$ cat src/rtl/johnson_pkg.sv
// Shared definitions for the Johnson-code receive path.
//   JCODE_W  : width of a Johnson code word (8-bit twisted ring)
//   JIDX_W   : width of the decoded phase index (16 phases)
//   ERRCNT_W : width of the saturating error counter
//   jstate_t : lock/unlock sequence tracker states
package johnson_pkg;

  localparam int unsigned JCODE_W  = 8;
  localparam int unsigned JIDX_W   = 4;
  localparam int unsigned ERRCNT_W = 8;

  typedef enum logic [1:0] {
    UNLOCKED,
    ACQUIRE,
    LOCKED
  } jstate_t;

endpackage

$ cat src/rtl/johnson_code_decode.sv
// Combinational Johnson code word decoder.
//   code  in  [7:0] Johnson code word, bit 0 is the ring input end
//   idx   out [3:0] decoded phase 0..15 (meaningful only when legal)
//   legal out       word is one of the 16 legal Johnson codes
module johnson_code_decode
  import johnson_pkg::*;
(
  input  logic [JCODE_W-1:0] code,
  output logic [JIDX_W-1:0]  idx,
  output logic               legal
);

  logic [3:0] ones;
  logic [2:0] edges;

  // A legal word is a single run of ones against a single run of zeros,
  // so it has at most one 0/1 boundary between adjacent bits.
  always_comb begin
    ones  = '0;
    edges = '0;
    for (int unsigned i = 0; i < JCODE_W; i++) begin
      ones = ones + {3'b000, code[i]};
    end
    for (int unsigned i = 0; i < JCODE_W - 1; i++) begin
      edges = edges + {2'b00, code[i] ^ code[i+1]};
    end
    legal = (edges <= 3'd1);
    // Filling phase (ones grow from bit 0) counts up; draining phase
    // (zeros grow from bit 0) counts from the top of the ring.
    if (code[0] || (code == '0)) begin
      idx = ones;
    end else begin
      idx = 4'(5'd16 - {1'b0, ones});
    end
  end

endmodule

$ cat src/rtl/johnson_decoder.sv
// Johnson code receiver: decodes sampled words to a phase index, flags
// illegal words and sequence errors, and tracks lock on the +1 sequence.
//   clk         in       system clock, rising edge
//   reset       in       asynchronous active-high reset
//   clear       in       synchronous clear of err_count (wins over increment)
//   code_valid  in       qualifies code this cycle
//   code        in  [7:0] Johnson code word
//   index       out [3:0] phase of last legal sample
//   index_valid out      pulse: index updated
//   code_err    out      pulse: sampled word illegal
//   seq_err     out      pulse: legal word but wrong step
//   locked      out      FSM is in LOCKED
//   err_count   out [7:0] saturating count of code_err + seq_err
module johnson_decoder
  import johnson_pkg::*;
#(
  parameter int unsigned LOCK_COUNT = 4,
  parameter int unsigned MISS_LIMIT = 2
) (
  input  logic                clk,
  input  logic                reset,
  input  logic                clear,
  input  logic                code_valid,
  input  logic [JCODE_W-1:0]  code,
  output logic [JIDX_W-1:0]   index,
  output logic                index_valid,
  output logic                code_err,
  output logic                seq_err,
  output logic                locked,
  output logic [ERRCNT_W-1:0] err_count
);

  jstate_t           state, state_n;
  logic [3:0]        step, step_n;
  logic [3:0]        miss, miss_n;
  logic [JIDX_W-1:0] index_n;
  logic              index_valid_n, code_err_n, seq_err_n;

  logic [JIDX_W-1:0] dec_idx;
  logic              dec_legal;
  logic [JIDX_W-1:0] expected;

  johnson_code_decode u_decode (
    .code  (code),
    .idx   (dec_idx),
    .legal (dec_legal)
  );

  assign expected = index + 4'd1;

  always_comb begin
    state_n       = state;
    step_n        = step;
    miss_n        = miss;
    index_n       = index;
    index_valid_n = 1'b0;
    code_err_n    = 1'b0;
    seq_err_n     = 1'b0;

    if (code_valid) begin
      if (!dec_legal) begin
        code_err_n = 1'b1;
        unique case (state)
          ACQUIRE: begin
            state_n = UNLOCKED;
            step_n  = '0;
          end
          LOCKED: begin
            if (miss + 4'd1 >= 4'(MISS_LIMIT)) begin
              state_n = UNLOCKED;
              miss_n  = '0;
            end else begin
              miss_n = miss + 4'd1;
            end
          end
          default: ;
        endcase
      end else begin
        index_valid_n = 1'b1;
        index_n       = dec_idx;
        unique case (state)
          UNLOCKED: begin
            state_n = ACQUIRE;
            step_n  = '0;
          end
          ACQUIRE: begin
            if (dec_idx == expected) begin
              if (step + 4'd1 >= 4'(LOCK_COUNT)) begin
                state_n = LOCKED;
                step_n  = '0;
                miss_n  = '0;
              end else begin
                step_n = step + 4'd1;
              end
            end else if (dec_idx != index) begin
              seq_err_n = 1'b1;
              step_n    = '0;
            end
          end
          LOCKED: begin
            if ((dec_idx == expected) || (dec_idx == index)) begin
              miss_n = '0;
            end else begin
              seq_err_n = 1'b1;
              if (miss + 4'd1 >= 4'(MISS_LIMIT)) begin
                state_n = UNLOCKED;
                miss_n  = '0;
              end else begin
                miss_n = miss + 4'd1;
              end
            end
          end
          default: ;
        endcase
      end
    end
  end

  always_ff @(posedge clk or posedge reset) begin
    if (reset) begin
      state       <= UNLOCKED;
      step        <= '0;
      miss        <= '0;
      index       <= '0;
      index_valid <= 1'b0;
      code_err    <= 1'b0;
      seq_err     <= 1'b0;
    end else begin
      state       <= state_n;
      step        <= step_n;
      miss        <= miss_n;
      index       <= index_n;
      index_valid <= index_valid_n;
      code_err    <= code_err_n;
      seq_err     <= seq_err_n;
    end
  end

  always_ff @(posedge clk or posedge reset) begin
    if (reset) begin
      err_count <= '0;
    end else if (clear) begin
      err_count <= '0;
    end else if ((code_err_n || seq_err_n) && (err_count != '1)) begin
      err_count <= err_count + 1'b1;
    end
  end

  assign locked = (state == LOCKED);

endmodule

$ cat config.mk
export PLATFORM = sky130hd
export DESIGN_NAME = johnson_decoder
export DESIGN_NICKNAME = d
export VERILOG_FILES = /design/src/rtl/johnson_pkg.sv /design/src/rtl/johnson_code_decode.sv /design/src/rtl/johnson_decoder.sv
export SDC_FILE = /design/constraint.sdc
export NUM_CORES = 1
export LEC_CHECK = 0
export CORE_ASPECT_RATIO = 0.8
export CORE_MARGIN = 2
export CORE_UTILIZATION = 50
export CTS_CLUSTER_DIAMETER = 40
export DETAILED_ROUTE_END_ITERATION = 16
export PLACE_DENSITY = 0.73
export SKIP_CTS_REPAIR_TIMING = 1
export SYNTH_ARGS = -nofsm -noshare
export SYNTH_HDL_FRONTEND = slang
export SYNTH_SLANG_ARGS = --single-unit
$ cat constraint.sdc
create_clock -name clk -period 8.4 [get_ports clk]
set_input_delay 1.26 -clock clk [delete_from_list [all_inputs] [get_ports clk]]
set_output_delay 1.26 -clock clk [all_outputs]
set_load 0.01 [all_outputs]
==> reports/results.ini <==
[placement]
post-place-ws_ns = 1.63
hpwl_um = 3390
gpl.final_weighted_congestion = 0.847
io_buffers = 27

[yosys]
synth_cell_type_count = 58
syn-num-nets = 261
synth_top_area_share_pct = 29.0
seq_area_frac_synth_pct = 29.0
synthArstFlopShare_pct = 100
synthFlopType = dfrtp_1
synth_area_leaders = dfrtp_1 29%, ha_1 11%, fa_1 6.5%
synth.largest_area_cell = dfrtp_1
synth_area_mm2 = 0.00216
synth.avg_cell_area_um2 = 9.68
ys_warn_count = 0
synth_edf_count = 0
netlist_instances = 223
synth-seq-cells = 25

[power_and_ir_drop]
p_total_w = 0.000602
power.switching_w = 0.000265
p_clk_share_pct = 11.6
power.density_mw_per_mm2 = 239
switching_share_pct = 43.9
leakage_nw = 1.10
p_int_w = 0.000338
p_seq_share_pct = 29.2
vdd_ir_drop_max_v = 0.000159
comb_power_share_pct = 59.2

[floorplan]
initial_utilization_pct = 51.7
ios = 28
die_area_mm2 = 0.00486
fp.dieW_um = 77.5
die_h_um = 62.8
core_area_mm2 = 0.00418
num_rows = 21

[global_routing]
use_met1_pct = 28.5
grtUsageTotal_pct = 19.5
use_met3_pct = 3.47
grt_pass1_vias = 1691
antenna_found_initial = 0
grt_pass1_wl_um = 7710
met2_usage_pct = 31.0
grt_max_degree = 26
grt_overflow = 0
grt.busiest_layer = met2

[clock_network]
tritoncts = done
clk_pin_slew_ns = 0.09
clock_sinks = 25
clock-root-buffer = clkbuf_8
clock_latency_ns = 0.27
h-tree-depth = 1
clk_path_buf_depth = 2
cts_buffers = 3

[final_layout]
nets = 288
diodes = 0
syn2layout_area_growth_pct = 16.6
drive_above_1_share_pct = 5.62

[sta]
setup_viol = 0
max_slew_margin_pct = 37.0
layout_worst_path_cycle_share_pct = 77.3
tightest_slew_ns = 0.943
rsz0062_at_grt = no
fin_ws_ns = 1.91
timing.fmax_ghz = 0.154
timing_hold_violations_final = 0
min_period_ns = 6.49
fin_tns_setup_ns = 0
fin_skew_ns = 0.0113
drv_slew = 0

[drt]
firstDrtPassIters = 4
first_iter_violations = 63
final_antenna_net_count = 0
drt-total-wl_um = 4410
wire_per_inst_um = 14.4
vias = 1740
route.detailed.drc = 0
vias_per_cell = 5.69

[setup_path]
startpoint_type = primary input
setup.worst_path.class = in2reg
cp.arrival_ns = 6.69
worst-path-max-fanout = 13
endpoint_kind = flop
crit_required_ns = 8.60

[run_status]
status = finished, final reports clean

[min_path]
min_path_type = reg2reg

[run]
maxCapViolations = 0

==> cell usage in the layout (no fill, tap or decap), drive strengths merged, types with 2 or more instances in the layout <==
cell            n
nand2b          3
dfrtp          25
fa              7
nand2          10
and4            3
nor2            7
nor2b           5
nor4bb          2
and4b           2
o21ai           9
o2111ai         3
or4             5
clkbuf          3
a2111oi         2
ha             19
nand3          16
o22ai           2
o21a            2
clkdlybuf4s50  27
o31ai           6
nor3            5
mux2            3
xor2            6
nand4           4
xnor2           6
a21oi          11
inv            21
and3            3
and2            8
==> kinds of logic (layout without fill, tap and decap cells) <==
logic type,count (synthesis),count (layout),synth area share (%)
adders and majority gates,26,26,17.5
buffers and inverters,26,52,5.04
and+or+nand+nor,79,79,22.5
xor gates and xnor gates,13,13,6.26
DFF,25,25,29.0
muxes,3,3,1.57
AOI/OAI and AO/OA,51,51,18.1
==> power groups by stage <==
stage	combinational, W	clock, W	sequential (W)
after global placement	0.000348	0	0.000178
after detailed placement	0.000352	0	0.000178
after CTS	0.000356	0.0000721	0.000176
final	0.000356	0.0000700	0.000176
after floorplan	0.000261	0	0.000179
after global routing	0.000394	0.0000772	0.000181
==> layer usage <==
layer	wire length, um	vias to the layer above
met2	1960	32
met4	30	0
met5	0	-
li1	-	880
met1	2290	824
met3	123	4
==> critical path, cell delays in order <==
cell	delay, ns
clkdlybuf4s50_1	0.61
inv_1	0.07
ha_1	0.29
inv_1	0.09
fa_1	0.43
fa_1	0.46
fa_1	0.43
fa_1	0.51
nand2b_4	0.19
nor4_4	0.30
a2111oi_2	0.11
a2111oi_4	0.49
nor4bb_1	0.16
o41a_1	0.60
or4_1	0.53
a21oi_1	0.15
==> final timing paths <==
check,from,endpoint,slack (ns),cells past startpoint
max,code[0],err_count[4]$_DFFE_PP0P_,1.91,16
min,step[3]$_DFFE_PP0P_,step[3]$_DFFE_PP0P_,0.52,1
max reg2reg,index[3]$_DFFE_PP0P_,err_count[4]$_DFFE_PP0P_,5.39,8
min reg2reg,step[3]$_DFFE_PP0P_,step[3]$_DFFE_PP0P_,0.52,1
max in group asynchronous,reset,index[1]$_DFFE_PP0P_,6.31,2
min in group asynchronous,reset,code_err$_DFF_PP0_,1.50,2
==> sequential cells by signal (all words and copies together) (netlist names) <==
register,count
miss,4
state,2
index,4
seq_err,1
step,4
code_err,1
index_valid,1
err_count,8
==> synthesized netlist by cell type (2+ instances only) <==
master / count
a21oi_1: 11
and2_1: 8
and3_1: 3
and4_1: 3
and4b_1: 2
clkbuf_1: 2
dfrtp_1: 25
fa_1: 7
ha_1: 19
inv_1: 21
mux2_2: 3
nand2_1: 10
nand2b_1: 2
nand3_1: 16
nand4_1: 4
nor2_1: 7
nor2b_1: 5
nor3_1: 5
nor4bb_1: 2
o2111ai_1: 3
o21a_1: 2
o21ai_0: 7
o21ai_1: 2
o22ai_1: 2
o31ai_1: 6
or4_1: 5
xnor2_1: 5
xor2_1: 6
==> per-stage QoR <==
step                util (%)  instance area, um^2  cells  hold WS (ns)
floorplan                  -                 2160    223         0.476
global placement        59.1                 2470    302         0.501
detailed placement      59.1                 2470    302         0.498
CTS                     60.2                 2520    306         0.526
global route            60.2                 2520    306         0.554
finish                  60.2                 2520    306         0.523
==> cell type report <==
cell class / instances / area [um^2]
Fill cell: 371 / 1660
Multi-Input combinational cell: 172 / 1420
Sequential cell: 25 / 626
Timing Repair Buffer: 27 / 270
Inverter: 21 / 78.8
Tap cell: 57 / 71.3
Clock buffer: 3 / 41.3
Clock inverter: 1 / 5.00
Power figures use the tool's default switching activity.
